`src/rtl/pc_gen_pkg.sv`:
```
// Shared definitions for the fetch PC generator: FSM state encoding and
// the fixed instruction size used for sequential fetch and link values.
package pc_gen_pkg;

    typedef enum logic [1:0] {
        ST_BOOT = 2'd0,
        ST_RUN  = 2'd1,
        ST_HALT = 2'd2
    } pc_state_t;

    localparam int unsigned INSN_BYTES = 4;

endpackage

```
`src/rtl/pc_gen_if.sv`:
```
// Control inputs and status outputs of the PC generator. The master side
// drives fetch/execute control; the slave side is pc_gen.
interface pc_gen_if
    import pc_gen_pkg::*;
#(
    parameter int ADDRESS_WIDTH = 32
) ();

    logic                     stall;
    logic                     halt_req;
    logic                     resume;
    logic                     redirect_valid;
    logic [ADDRESS_WIDTH-1:0] redirect_pc;
    logic                     pc_src;
    logic [ADDRESS_WIDTH-1:0] imm_op;
    logic                     is_call;
    logic                     is_ret;
    logic                     ras_flush;

    logic [ADDRESS_WIDTH-1:0] pc;
    logic [ADDRESS_WIDTH-1:0] pc_plus4;
    logic                     halted;
    logic                     ras_empty;
    logic                     ras_full;
    logic                     ras_underflow;
    // FSM state exposed for observation only
    pc_state_t                state;

    modport master (
        output stall, halt_req, resume, redirect_valid, redirect_pc,
               pc_src, imm_op, is_call, is_ret, ras_flush,
        input  pc, pc_plus4, halted, ras_empty, ras_full, ras_underflow, state
    );

    modport slave (
        input  stall, halt_req, resume, redirect_valid, redirect_pc,
               pc_src, imm_op, is_call, is_ret, ras_flush,
        output pc, pc_plus4, halted, ras_empty, ras_full, ras_underflow, state
    );

endinterface

```
`src/rtl/pc_ras.sv`:
```
// Circular return-address stack. Push when full overwrites the oldest
// entry; push+pop together rewrites the popped slot in place.
module pc_ras #(
    parameter int ADDRESS_WIDTH = 32,
    parameter int RAS_DEPTH     = 4
) (
    input  logic                     clk,
    input  logic                     rst_n,
    input  logic                     push,
    input  logic                     pop,
    input  logic                     flush,
    input  logic [ADDRESS_WIDTH-1:0] push_data,
    output logic [ADDRESS_WIDTH-1:0] top,
    output logic                     empty,
    output logic                     full,
    output logic                     underflow
);

    localparam int PW = $clog2(RAS_DEPTH);
    localparam int CW = PW + 1;

    logic [ADDRESS_WIDTH-1:0] mem [RAS_DEPTH];
    logic [PW-1:0]            ptr;
    logic [PW-1:0]            top_idx;
    logic [CW-1:0]            count;
    logic                     pop_hit;
    logic                     pop_miss;

    // ptr names the next free slot; the top of stack sits just below it
    assign top_idx  = ptr - PW'(1);
    assign top      = mem[top_idx];
    assign empty    = (count == '0);
    assign full     = (count == CW'(RAS_DEPTH));
    assign pop_hit  = pop & ~empty;
    assign pop_miss = pop & empty;

    always_ff @(posedge clk or negedge rst_n) begin
        if (!rst_n) begin
            ptr       <= '0;
            count     <= '0;
            underflow <= 1'b0;
        end else begin
            underflow <= pop_miss;
            if (flush) begin
                ptr   <= '0;
                count <= '0;
            end else if (pop_hit && !push) begin
                ptr   <= top_idx;
                count <= count - CW'(1);
            end else if (push && !pop_hit) begin
                ptr <= ptr + PW'(1);
                if (!full) begin
                    count <= count + CW'(1);
                end
            end
        end
    end

    always_ff @(posedge clk) begin
        if (push && !flush) begin
            mem[pop_hit ? top_idx : ptr] <= push_data;
        end
    end

endmodule

```
`src/rtl/pc_gen.sv`:
```
// Fetch PC generator: BOOT/RUN/HALT control, next-PC priority selection
// and return-address prediction through pc_ras.
module pc_gen
    import pc_gen_pkg::*;
#(
    parameter int                       ADDRESS_WIDTH = 32,
    parameter logic [ADDRESS_WIDTH-1:0] RESET_VECTOR  = '0,
    parameter int                       RAS_DEPTH     = 4
) (
    input  logic       clk,
    input  logic       rst_n,
    pc_gen_if.slave    bus
);

    localparam logic [ADDRESS_WIDTH-1:0] STEP = ADDRESS_WIDTH'(INSN_BYTES);

    pc_state_t                state_q;
    pc_state_t                state_d;
    logic [ADDRESS_WIDTH-1:0] pc_q;
    logic [ADDRESS_WIDTH-1:0] pc_d;
    logic [ADDRESS_WIDTH-1:0] pc_inc;
    logic [ADDRESS_WIDTH-1:0] redirect_tgt;
    logic [ADDRESS_WIDTH-1:0] ras_top;
    logic [ADDRESS_WIDTH-1:0] ras_tgt;
    logic                     ras_accept;
    logic                     ras_push;
    logic                     ras_pop;
    logic                     ras_empty;
    logic                     ras_full;
    logic                     ras_underflow;
    logic                     halted;

    assign pc_inc       = pc_q + STEP;
    assign redirect_tgt = {bus.redirect_pc[ADDRESS_WIDTH-1:1], 1'b0};
    assign ras_tgt      = {ras_top[ADDRESS_WIDTH-1:1], 1'b0};

    always_ff @(posedge clk or negedge rst_n) begin
        if (!rst_n) begin
            state_q <= ST_BOOT;
            pc_q    <= RESET_VECTOR;
        end else begin
            state_q <= state_d;
            pc_q    <= pc_d;
        end
    end

    always_comb begin
        state_d = state_q;
        unique case (state_q)
            ST_BOOT: state_d = ST_RUN;
            ST_RUN: begin
                if (bus.halt_req && !bus.resume && !bus.redirect_valid) begin
                    state_d = ST_HALT;
                end
            end
            ST_HALT: begin
                if (bus.resume) begin
                    state_d = ST_RUN;
                end
            end
            default: state_d = ST_BOOT;
        endcase
    end

    always_comb begin
        halted     = (state_q == ST_HALT);
        ras_accept = (state_q == ST_RUN) && !bus.stall && !bus.redirect_valid;
        ras_push   = ras_accept && bus.is_call;
        ras_pop    = ras_accept && bus.is_ret;
    end

    // Pop target is the pre-flush top, so a same-cycle flush never alters it
    always_comb begin
        pc_d = pc_q;
        unique case (state_q)
            ST_BOOT: pc_d = RESET_VECTOR;
            ST_RUN: begin
                if (bus.redirect_valid)        pc_d = redirect_tgt;
                else if (bus.stall)            pc_d = pc_q;
                else if (ras_pop && !ras_empty) pc_d = ras_tgt;
                else if (bus.pc_src)           pc_d = pc_q + bus.imm_op;
                else                           pc_d = pc_inc;
            end
            ST_HALT: begin
                if (bus.redirect_valid) pc_d = redirect_tgt;
            end
            default: pc_d = RESET_VECTOR;
        endcase
    end

    pc_ras #(
        .ADDRESS_WIDTH (ADDRESS_WIDTH),
        .RAS_DEPTH     (RAS_DEPTH)
    ) u_ras (
        .clk       (clk),
        .rst_n     (rst_n),
        .push      (ras_push),
        .pop       (ras_pop),
        .flush     (bus.ras_flush),
        .push_data (pc_inc),
        .top       (ras_top),
        .empty     (ras_empty),
        .full      (ras_full),
        .underflow (ras_underflow)
    );

    assign bus.pc            = pc_q;
    assign bus.pc_plus4      = pc_inc;
    assign bus.halted        = halted;
    assign bus.ras_empty     = ras_empty;
    assign bus.ras_full      = ras_full;
    assign bus.ras_underflow = ras_underflow;
    assign bus.state         = state_q;

endmodule

```
`src/flat_wrapper.sv`:
```
// flat-port wrapper written by rule: the top's interface ports become plain ports
module pc_gen_flat import pc_gen_pkg::*;
#(
    parameter int                       ADDRESS_WIDTH = 32,
    parameter logic [ADDRESS_WIDTH-1:0] RESET_VECTOR  = '0,
    parameter int                       RAS_DEPTH     = 4
)
  (clk, rst_n, bus_stall, bus_halt_req, bus_resume, bus_redirect_valid, bus_redirect_pc, bus_pc_src, bus_imm_op, bus_is_call, bus_is_ret, bus_ras_flush, bus_pc, bus_pc_plus4, bus_halted, bus_ras_empty, bus_ras_full, bus_ras_underflow, bus_state);
  pc_gen_if #(.ADDRESS_WIDTH(ADDRESS_WIDTH)) bus_i ();
  input  logic clk;
  input  logic rst_n;
  input wire logic [$bits(bus_i.stall)-1:0] bus_stall;
  input wire logic [$bits(bus_i.halt_req)-1:0] bus_halt_req;
  input wire logic [$bits(bus_i.resume)-1:0] bus_resume;
  input wire logic [$bits(bus_i.redirect_valid)-1:0] bus_redirect_valid;
  input wire logic [$bits(bus_i.redirect_pc)-1:0] bus_redirect_pc;
  input wire logic [$bits(bus_i.pc_src)-1:0] bus_pc_src;
  input wire logic [$bits(bus_i.imm_op)-1:0] bus_imm_op;
  input wire logic [$bits(bus_i.is_call)-1:0] bus_is_call;
  input wire logic [$bits(bus_i.is_ret)-1:0] bus_is_ret;
  input wire logic [$bits(bus_i.ras_flush)-1:0] bus_ras_flush;
  output wire logic [$bits(bus_i.pc)-1:0] bus_pc;
  output wire logic [$bits(bus_i.pc_plus4)-1:0] bus_pc_plus4;
  output wire logic [$bits(bus_i.halted)-1:0] bus_halted;
  output wire logic [$bits(bus_i.ras_empty)-1:0] bus_ras_empty;
  output wire logic [$bits(bus_i.ras_full)-1:0] bus_ras_full;
  output wire logic [$bits(bus_i.ras_underflow)-1:0] bus_ras_underflow;
  output wire logic [$bits(bus_i.state)-1:0] bus_state;
  assign bus_i.stall = bus_stall;
  assign bus_i.halt_req = bus_halt_req;
  assign bus_i.resume = bus_resume;
  assign bus_i.redirect_valid = bus_redirect_valid;
  assign bus_i.redirect_pc = bus_redirect_pc;
  assign bus_i.pc_src = bus_pc_src;
  assign bus_i.imm_op = bus_imm_op;
  assign bus_i.is_call = bus_is_call;
  assign bus_i.is_ret = bus_is_ret;
  assign bus_i.ras_flush = bus_ras_flush;
  assign bus_pc = bus_i.pc;
  assign bus_pc_plus4 = bus_i.pc_plus4;
  assign bus_halted = bus_i.halted;
  assign bus_ras_empty = bus_i.ras_empty;
  assign bus_ras_full = bus_i.ras_full;
  assign bus_ras_underflow = bus_i.ras_underflow;
  assign bus_state = bus_i.state;
  pc_gen #(.ADDRESS_WIDTH(ADDRESS_WIDTH), .RESET_VECTOR(RESET_VECTOR), .RAS_DEPTH(RAS_DEPTH)) u_core (.clk(clk), .rst_n(rst_n), .bus(bus_i));
endmodule
```
`config.mk`:
```
export PLATFORM = sky130hd
export DESIGN_NAME = pc_gen_flat
export DESIGN_NICKNAME = d
export VERILOG_FILES = /design/src/rtl/pc_gen_pkg.sv /design/src/rtl/pc_gen_if.sv /design/src/rtl/pc_ras.sv /design/src/rtl/pc_gen.sv /design/src/flat_wrapper.sv
export SDC_FILE = /design/constraint.sdc
export NUM_CORES = 1
export LEC_CHECK = 0
export CAP_MARGIN = 20
export CORE_MARGIN = 2
export CORE_UTILIZATION = 50
export DETAILED_ROUTE_END_ITERATION = 16
export GPL_ROUTABILITY_DRIVEN = 0
export HOLD_SLACK_MARGIN = 0.02
export PLACE_DENSITY = 0.75
export SLEW_MARGIN = 20
export SYNTH_ARGS = -nofsm -noshare
export SYNTH_HDL_FRONTEND = slang
export SYNTH_SLANG_ARGS = --single-unit
```
`constraint.sdc`:
```
create_clock -name clk -period 8 [get_ports clk]
set_input_delay 1.6 -clock clk [delete_from_list [all_inputs] [get_ports clk]]
set_output_delay 1.6 -clock clk [all_outputs]
set_load 0.02 [all_outputs]
```
==> flow_summary_export.csv, run 1 <==
group,metric,value,unit
critical_path,cp.arrival,3940,ps
clocking,clkTransAtPathRegs,70,ps
clocking,cts-root-buf,"clkbuf_16",
placement,dp_hpwl,17800,um
route,drc_errors,0,
critical_path,worstSetupStartpoint,"u_core.bus.pc[2]",
global_routing,antenna_found_initial,0,
placement,dp.cells,1129,
synth,yosysMostFrequentCell,"edfxtp_1",
hold_path,min_from,"u_core.u_ras.count[2]",
final_layout,instances_no_fill,1161,
synth,synth_cell_types,71,
synth,yosysTopAreaCellShare,0.406,
clocking,worstSkewPairLatency,430,ps
clocking,cts_setup_buffers,0,
final_layout,antenna_cells,0,
critical_path,cp-start-kind,"flop",
floorplanning,die_w,139,um
route,drtAntennaViolNets,0,
clocking,cts_made_buffers,17,
sta,hold_ws,536,ps
sta,period_needed,5540,ps
clocking,cts_max_path_buffers,2,
critical_path,cp_max_fo,8,
sta,fin_worst_skew,10.6,ps
final_layout,areaGrowthSynthToFinish,24.7,%
sta,slew_headroom,0.208,
power,finalPower,0.00358,W
floorplanning,coreArea,0.0180,mm2
clocking,cts_resized,0,
synth,synth_seq_cells,164,
job,max-cap-violations,0,
clocking,cts_max_level,4,
clocking,holdBufCountCts,0,
global_routing,track_usage,0.262,
floorplanning,initial_core_util,0.511,
clocking,tritoncts,"built",
hold_path,holdPathStages,1,
power,leakage,4.14,nW
sta,finalHoldViolCount,0,
critical_path,critPathCapture,"bus_pc_plus4[26]",
synth,synthArstFlopShare,0.244,
critical_path,rr_endpoint,"u_core.u_ras.mem[0][9]",
synth,yosys.area.top_type,"edfxtp_1",
route,via_per_inst,6.23,
critical_path,end_kind,"output port",
status,outcome,"finished clean",
floorplanning,rows,49,
sta,fmax,180,MHz
route,wl_per_cell,21.7,um
critical_path,r2r_cells,9,
final_layout,fin_nets,1031,
floorplanning,die_h,139,um
synth,synth_edf_count,124,
synth,synthCells,779,
sta,final.setup.tns,0,ps
synth,synth_area,0.00918,mm2
placement,port_buffers,142,
sta,grt_setup_unrepaired,"no",
sta,drv_slew,0,
sta,fin_crit_sh,0.693,
route,drt-initial-drc-count,834,
synth,ys.flop_type,"edfxtp_1",
synth,avgSynthCellArea,11.8,um2
critical_path,critical_path_class,"reg2out",
power,power_density,313,mW/mm2
power,vdd_drop_max,0.230,mV
clocking,cts.sink_count,164,
critical_path,regToRegSetupSlack,3850,ps
route,drt_wl_total,25200,um
global_routing,grt_max_degree,41,
synth,synth_nets,891,
route,vias,7231,
synth,yosys-top-cells-area,"edfxtp_1 41%, dfrtp_1 11%, mux4_2 7.6%, ha_1 4.9%, xnor2_1 3.5%",
sta,setup_viol,0,
global_routing,grt_pass1_vias,7087,
synth,ys_warn_count,0,
synth,seq_area_frac_synth,0.515,
critical_path,rr_startpoint,"u_core.bus.state[1]",
route,dr.pass1.iters,5,
hold_path,hp-class,"reg2reg",
global_routing,grt_first_pass_wirelength,39100,um
synth,synthTopCellsByCount,"124 x edfxtp_1, 62 x nand2_1, 51 x nor2_1",
floorplanning,die_area,0.0195,mm2
sta,max_slew.worst_pin.slew,1180,ps
critical_path,worstPathRequired,6400,ps
floorplanning,io_pins,144,
global_routing,overflow,0,
final_layout,drive_gt1_frac,0.103,
## worst min path at each step
stage	to	slack, ps
finish	u_core.u_ras.count[2]	540
global route	u_core.u_ras.count[2]	570
CTS	u_core.u_ras.count[2]	540
detailed placement	u_core.u_ras.count[2]	530
global placement	u_core.u_ras.count[2]	500
floorplan	u_core.u_ras.count[2]	460
## sequential cells by signal, indices dropped and copies added (netlist names)
register	flops
u_core.bus.pc	32
u_core.u_ras.ptr	2
u_core.bus.state	2
u_core.u_ras.underflow	1
u_core.u_ras.count	3
u_core.u_ras.mem	124
## cell type report
type	instances	area (um2)
Clock buffer	18	429
Clock inverter	14	153
Fill cell	1371	6520
Inverter	16	60.1
Multi-Input combinational cell	566	4280
Sequential cell	164	4730
Tap cell	229	287
Timing Repair Buffer	154	1510
## metal layers
| metal | part of all wire | vias up | track usage |
|---|---|---|---|
| li1 | - | 3305 | - |
| met4 | 0.018 | 0 | 0.0883 |
| met5 | 0 | - | 0 |
| met2 | 0.48 | 370 | 0.415 |
| met1 | 0.42 | 3522 | 0.363 |
| met3 | 0.088 | 34 | 0.0564 |
## through the flow
stage	setup WS [ps]	util	instance area (um2)
2_1_floorplan	2260	-	9180
3_3_place_gp	2350	0.605	10900
3_5_place_dp	2280	0.605	10900
4_1_cts	2490	0.637	11400
5_1_grt	2310	0.637	11400
6_report	2460	0.637	11400
## critical path: stages (launching register included)
cell and delay, ps:
dfrtp_1 580, ha_1 340, nand2_1 170, nor3_1 920, nand3_1 200, xnor2_1 560, clkdlybuf4s50_1 720
## cell families after synthesis
family,after synthesis,share of synthesized area
fa+ha+maj,38,0.0534
flops,164,0.515
simple gates,226,0.122
buf+inv,49,0.0215
compound gates,211,0.155
xor+xnor,57,0.0544
mux,34,0.0795
## power breakdown
| group | internal (W) | switching (W) |
|---|---|---|
| combinational | 0.000662 | 0.000884 |
| clock | 0.000462 | 0.000349 |
| sequential | 0.00107 | 0.000152 |
## layout by cell type (no fill, tap or decap), types with 17 or more instances in the layout
cell type        synthesis  layout
clkdlybuf4s50_1          0     141
edfxtp_1               124     124
nand2_1                 62      62
o21ai_0                 49      49
nor2_1                  51      48
a21oi_1                 45      44
dfrtp_1                 40      39
xnor2_1                 37      37
ha_1                    36      36
mux4_2                  31      31
nand3_1                 25      25
xor2_1                  20      20
clkbuf_16                0      17
(Power assumes the default switching activity.)
==> run 2, diff against run 1 <==
--- a/config.mk
+++ b/config.mk
@@ -7,11 +7,11 @@
 export LEC_CHECK = 0
 export CAP_MARGIN = 20
 export CORE_MARGIN = 2
-export CORE_UTILIZATION = 50
+export CORE_UTILIZATION = 49
 export DETAILED_ROUTE_END_ITERATION = 16
 export GPL_ROUTABILITY_DRIVEN = 0
 export HOLD_SLACK_MARGIN = 0.02
-export PLACE_DENSITY = 0.75
+export PLACE_DENSITY = 0.77
 export SLEW_MARGIN = 20
 export SYNTH_ARGS = -nofsm -noshare
 export SYNTH_HDL_FRONTEND = slang
==> constraint.sdc (replaced) <==
create_clock -name clk -period 4.8 [get_ports clk]
set_input_delay 0.96 -clock clk [delete_from_list [all_inputs] [get_ports clk]]
set_output_delay 0.96 -clock clk [all_outputs]
set_load 0.02 [all_outputs]
==> run 2 against run 1 <==
- sequential share of layout area decreased by 0.26 points
- flip-flop and latch count unchanged
- first-iteration DRC count increased by 18%
- largest power group unchanged
- sequential power increased by 67%
==> flow_summary_export.csv, run 2 (synthesized netlist as in run 1, its figures left out) <==
group,metric,value,unit
status,outcome,"finished clean",
route,dr.pass1.iters,7,
sta,fin_crit_sh,0.936,
final_layout,drive_gt1_frac,0.112,
final_layout,areaGrowthSynthToFinish,25.5,%
placement,dp_hpwl,18200,um
sta,slew_headroom,0.467,
global_routing,track_usage,0.266,
sta,fmax,222,MHz
placement,pre_cts_slack,592,ps
global_routing,overflow,0,
clocking,cts_resized,0,
final_layout,fin_nets,1040,
final_layout,layout_common_cells,"141 x clkdlybuf4s50_1, 124 x edfxtp_1, 62 x nand2_1, 49 x nor2_1, 49 x o21ai_0",
floorplanning,die_h,141,um
global_routing,grt_max_degree,41,
final_layout,top_register,"u_core.u_ras.mem",
global_routing,grt_pass1_vias,7234,
critical_path,worstPathRequired,3840,ps
critical_path,cp_slowest_cell,"clkdlybuf4s50_1",
sta,setup_viol,0,
route,via_per_inst,6.35,
final_layout,fill_cells,1456,
hold_path,holdPathStages,1,
sta,max_slew.worst_pin.slew,799,ps
critical_path,cp_cell_sequence,"nand2_1 -> nor4_2 -> nor2b_1 -> nand2_1 -> nor2_1 -> xor2_1 -> clkdlybuf4s50_1",
final_layout,utilization,0.622,
clocking,cts_setup_buffers,0,
hold_path,hp-class,"reg2reg",
sta,grt_setup_unrepaired,"no",
power,vdd_drop_max,0.282,mV
critical_path,rr_endpoint,"u_core.bus.pc[31]",
clocking,tritoncts,"built",
critical_path,cp_max_fo,8,
final_layout,largest_reg_flops,124,
critical_path,crit_top_cell,"nand2_1",
route,wl_per_cell,22.2,um
critical_path,regToRegSetupSlack,1440,ps
sta,drv_slew,0,
critical_path,cp-start-kind,"flop",
critical_path,end_kind,"output port",
global_routing,antenna_found_initial,0,
final_layout,antenna_cells,0,
critical_path,r2r_cells,12,
clocking,clkTransAtPathRegs,60,ps
route,drc_errors,0,
floorplanning,coreArea,0.0185,mm2
clocking,cts_made_buffers,17,
hold_path,min_to,"u_core.u_ras.count[2]",
route,drt-initial-drc-count,983,
floorplanning,io_pins,144,
placement,port_buffers,142,
sta,final.setup.tns,0,ps
final_layout,stdcell_area,0.0115,mm2
floorplanning,die_area,0.0198,mm2
critical_path,critical_path_class,"reg2out",
critical_path,rr_startpoint,"u_core.bus.state[1]",
placement,place_area,0.0109,mm2
sta,period_needed,4490,ps
power,finalPower,0.00599,W
floorplanning,rows,50,
power,power_density,520,mW/mm2
clocking,worstSkewPairLatency,430,ps
global_routing,grt_first_pass_wirelength,40400,um
critical_path,cp.arrival,3530,ps
power,leakage,4.21,nW
route,drt_wl_total,26000,um
final_layout,mostFrequentLayoutCell,"clkdlybuf4s50_1",
clocking,cts_max_level,4,
clocking,holdBufCountCts,0,
clocking,cts-root-buf,"clkbuf_16",
sta,layout_setup_ws,305,ps
route,vias,7450,
clocking,cts.sink_count,164,
floorplanning,initial_core_util,0.496,
floorplanning,die_w,141,um
sta,finalHoldViolCount,0,
sta,fin_worst_skew,6.80,ps
clocking,cts_max_path_buffers,2,
hold_path,min_from,"u_core.u_ras.count[2]",
job,max-cap-violations,0,
critical_path,critPathMaxStageDelay,710,ps
route,drtAntennaViolNets,0,
==> run 2: cell types whose count changed in the layout (fill, tap and decap cells not counted), moves of 2 or more <==
cell | before | now
clkinv_2 | 0 | 3
inv_8 | 0 | 2
clkinv_4 | 1 | 3
buf_4 | 12 | 22
inv_6 | 4 | 2
clkinvlp_4 | 6 | 2
==> run 2: final cells by class <==
cell class,instances,area [um2],area share
flip-flops and latches,164,4730,0.410
repair buffers,163,1580,0.137
multi-input cells,566,4300,0.373
inverters,16,60.1,0.00522
well taps,234,293,0.0254
clock buffers,18,439,0.0381
clock inverters,13,126,0.0110
==> run 2: power breakdown <==
part / internal [W] / switching [W]
Clock: 0.000734 / 0.000594
Sequential: 0.00178 / 0.000264
Combinational: 0.00112 / 0.00150
Total: 0.00363 / 0.00236
==> run 2: how the worst max path moves through the flow <==
stage	start	to	slack, ps	depth (start not counted)
after floorplan	bus_redirect_valid	u_core.u_ras.mem[3][10]	520	8
after global placement	bus_imm_op[0]	u_core.bus.pc[28]	600	12
after detailed placement	bus_imm_op[0]	u_core.bus.pc[30]	590	13
after CTS	u_core.bus.pc[2]	bus_pc_plus4[31]	370	7
after global routing	u_core.bus.pc[4]	bus_pc_plus4[31]	90	7
final	u_core.bus.pc[2]	bus_pc_plus4[25]	310	7
==> run 2: stage by stage <==
| step | hold slack [ps] | std cells |
|---|---|---|
| after detailed placement | 501 | 1143 |
| final | 510 | 1174 |
| after global routing | 558 | 1174 |
| after floorplan | 459 | 779 |
| after global placement | 496 | 1143 |
| after CTS | 514 | 1174 |
==> run 2: worst max-delay path, delay by kind of cell (launching register included) <==
family | cells | cell delay, ps
xor+xnor | 1 | 480
flops | 1 | 550
buf+inv | 1 | 710
simple gates | 5 | 1340
==> run 2: metal layers <==
layer / up-vias / global-route usage / part of all wire / routed length [um]
li1: 3320 / - / - / -
met1: 3652 / 0.369 / 0.41 / 10700
met2: 402 / 0.417 / 0.47 / 12300
met3: 76 / 0.0591 / 0.087 / 2270
met4: 0 / 0.0963 / 0.030 / 793
met5: - / 0 / 0 / 0
==> run 3, diff against run 2 <==
--- a/config.mk
+++ b/config.mk
@@ -5,6 +5,7 @@
 export SDC_FILE = /design/constraint.sdc
 export NUM_CORES = 1
 export LEC_CHECK = 0
+export ABC_CLOCK_PERIOD_IN_PS = 4800
 export CAP_MARGIN = 20
 export CORE_MARGIN = 2
 export CORE_UTILIZATION = 49
==> results of run 3 <==
Same layout as run 2: the final DEF is identical, and so are final timing and power.
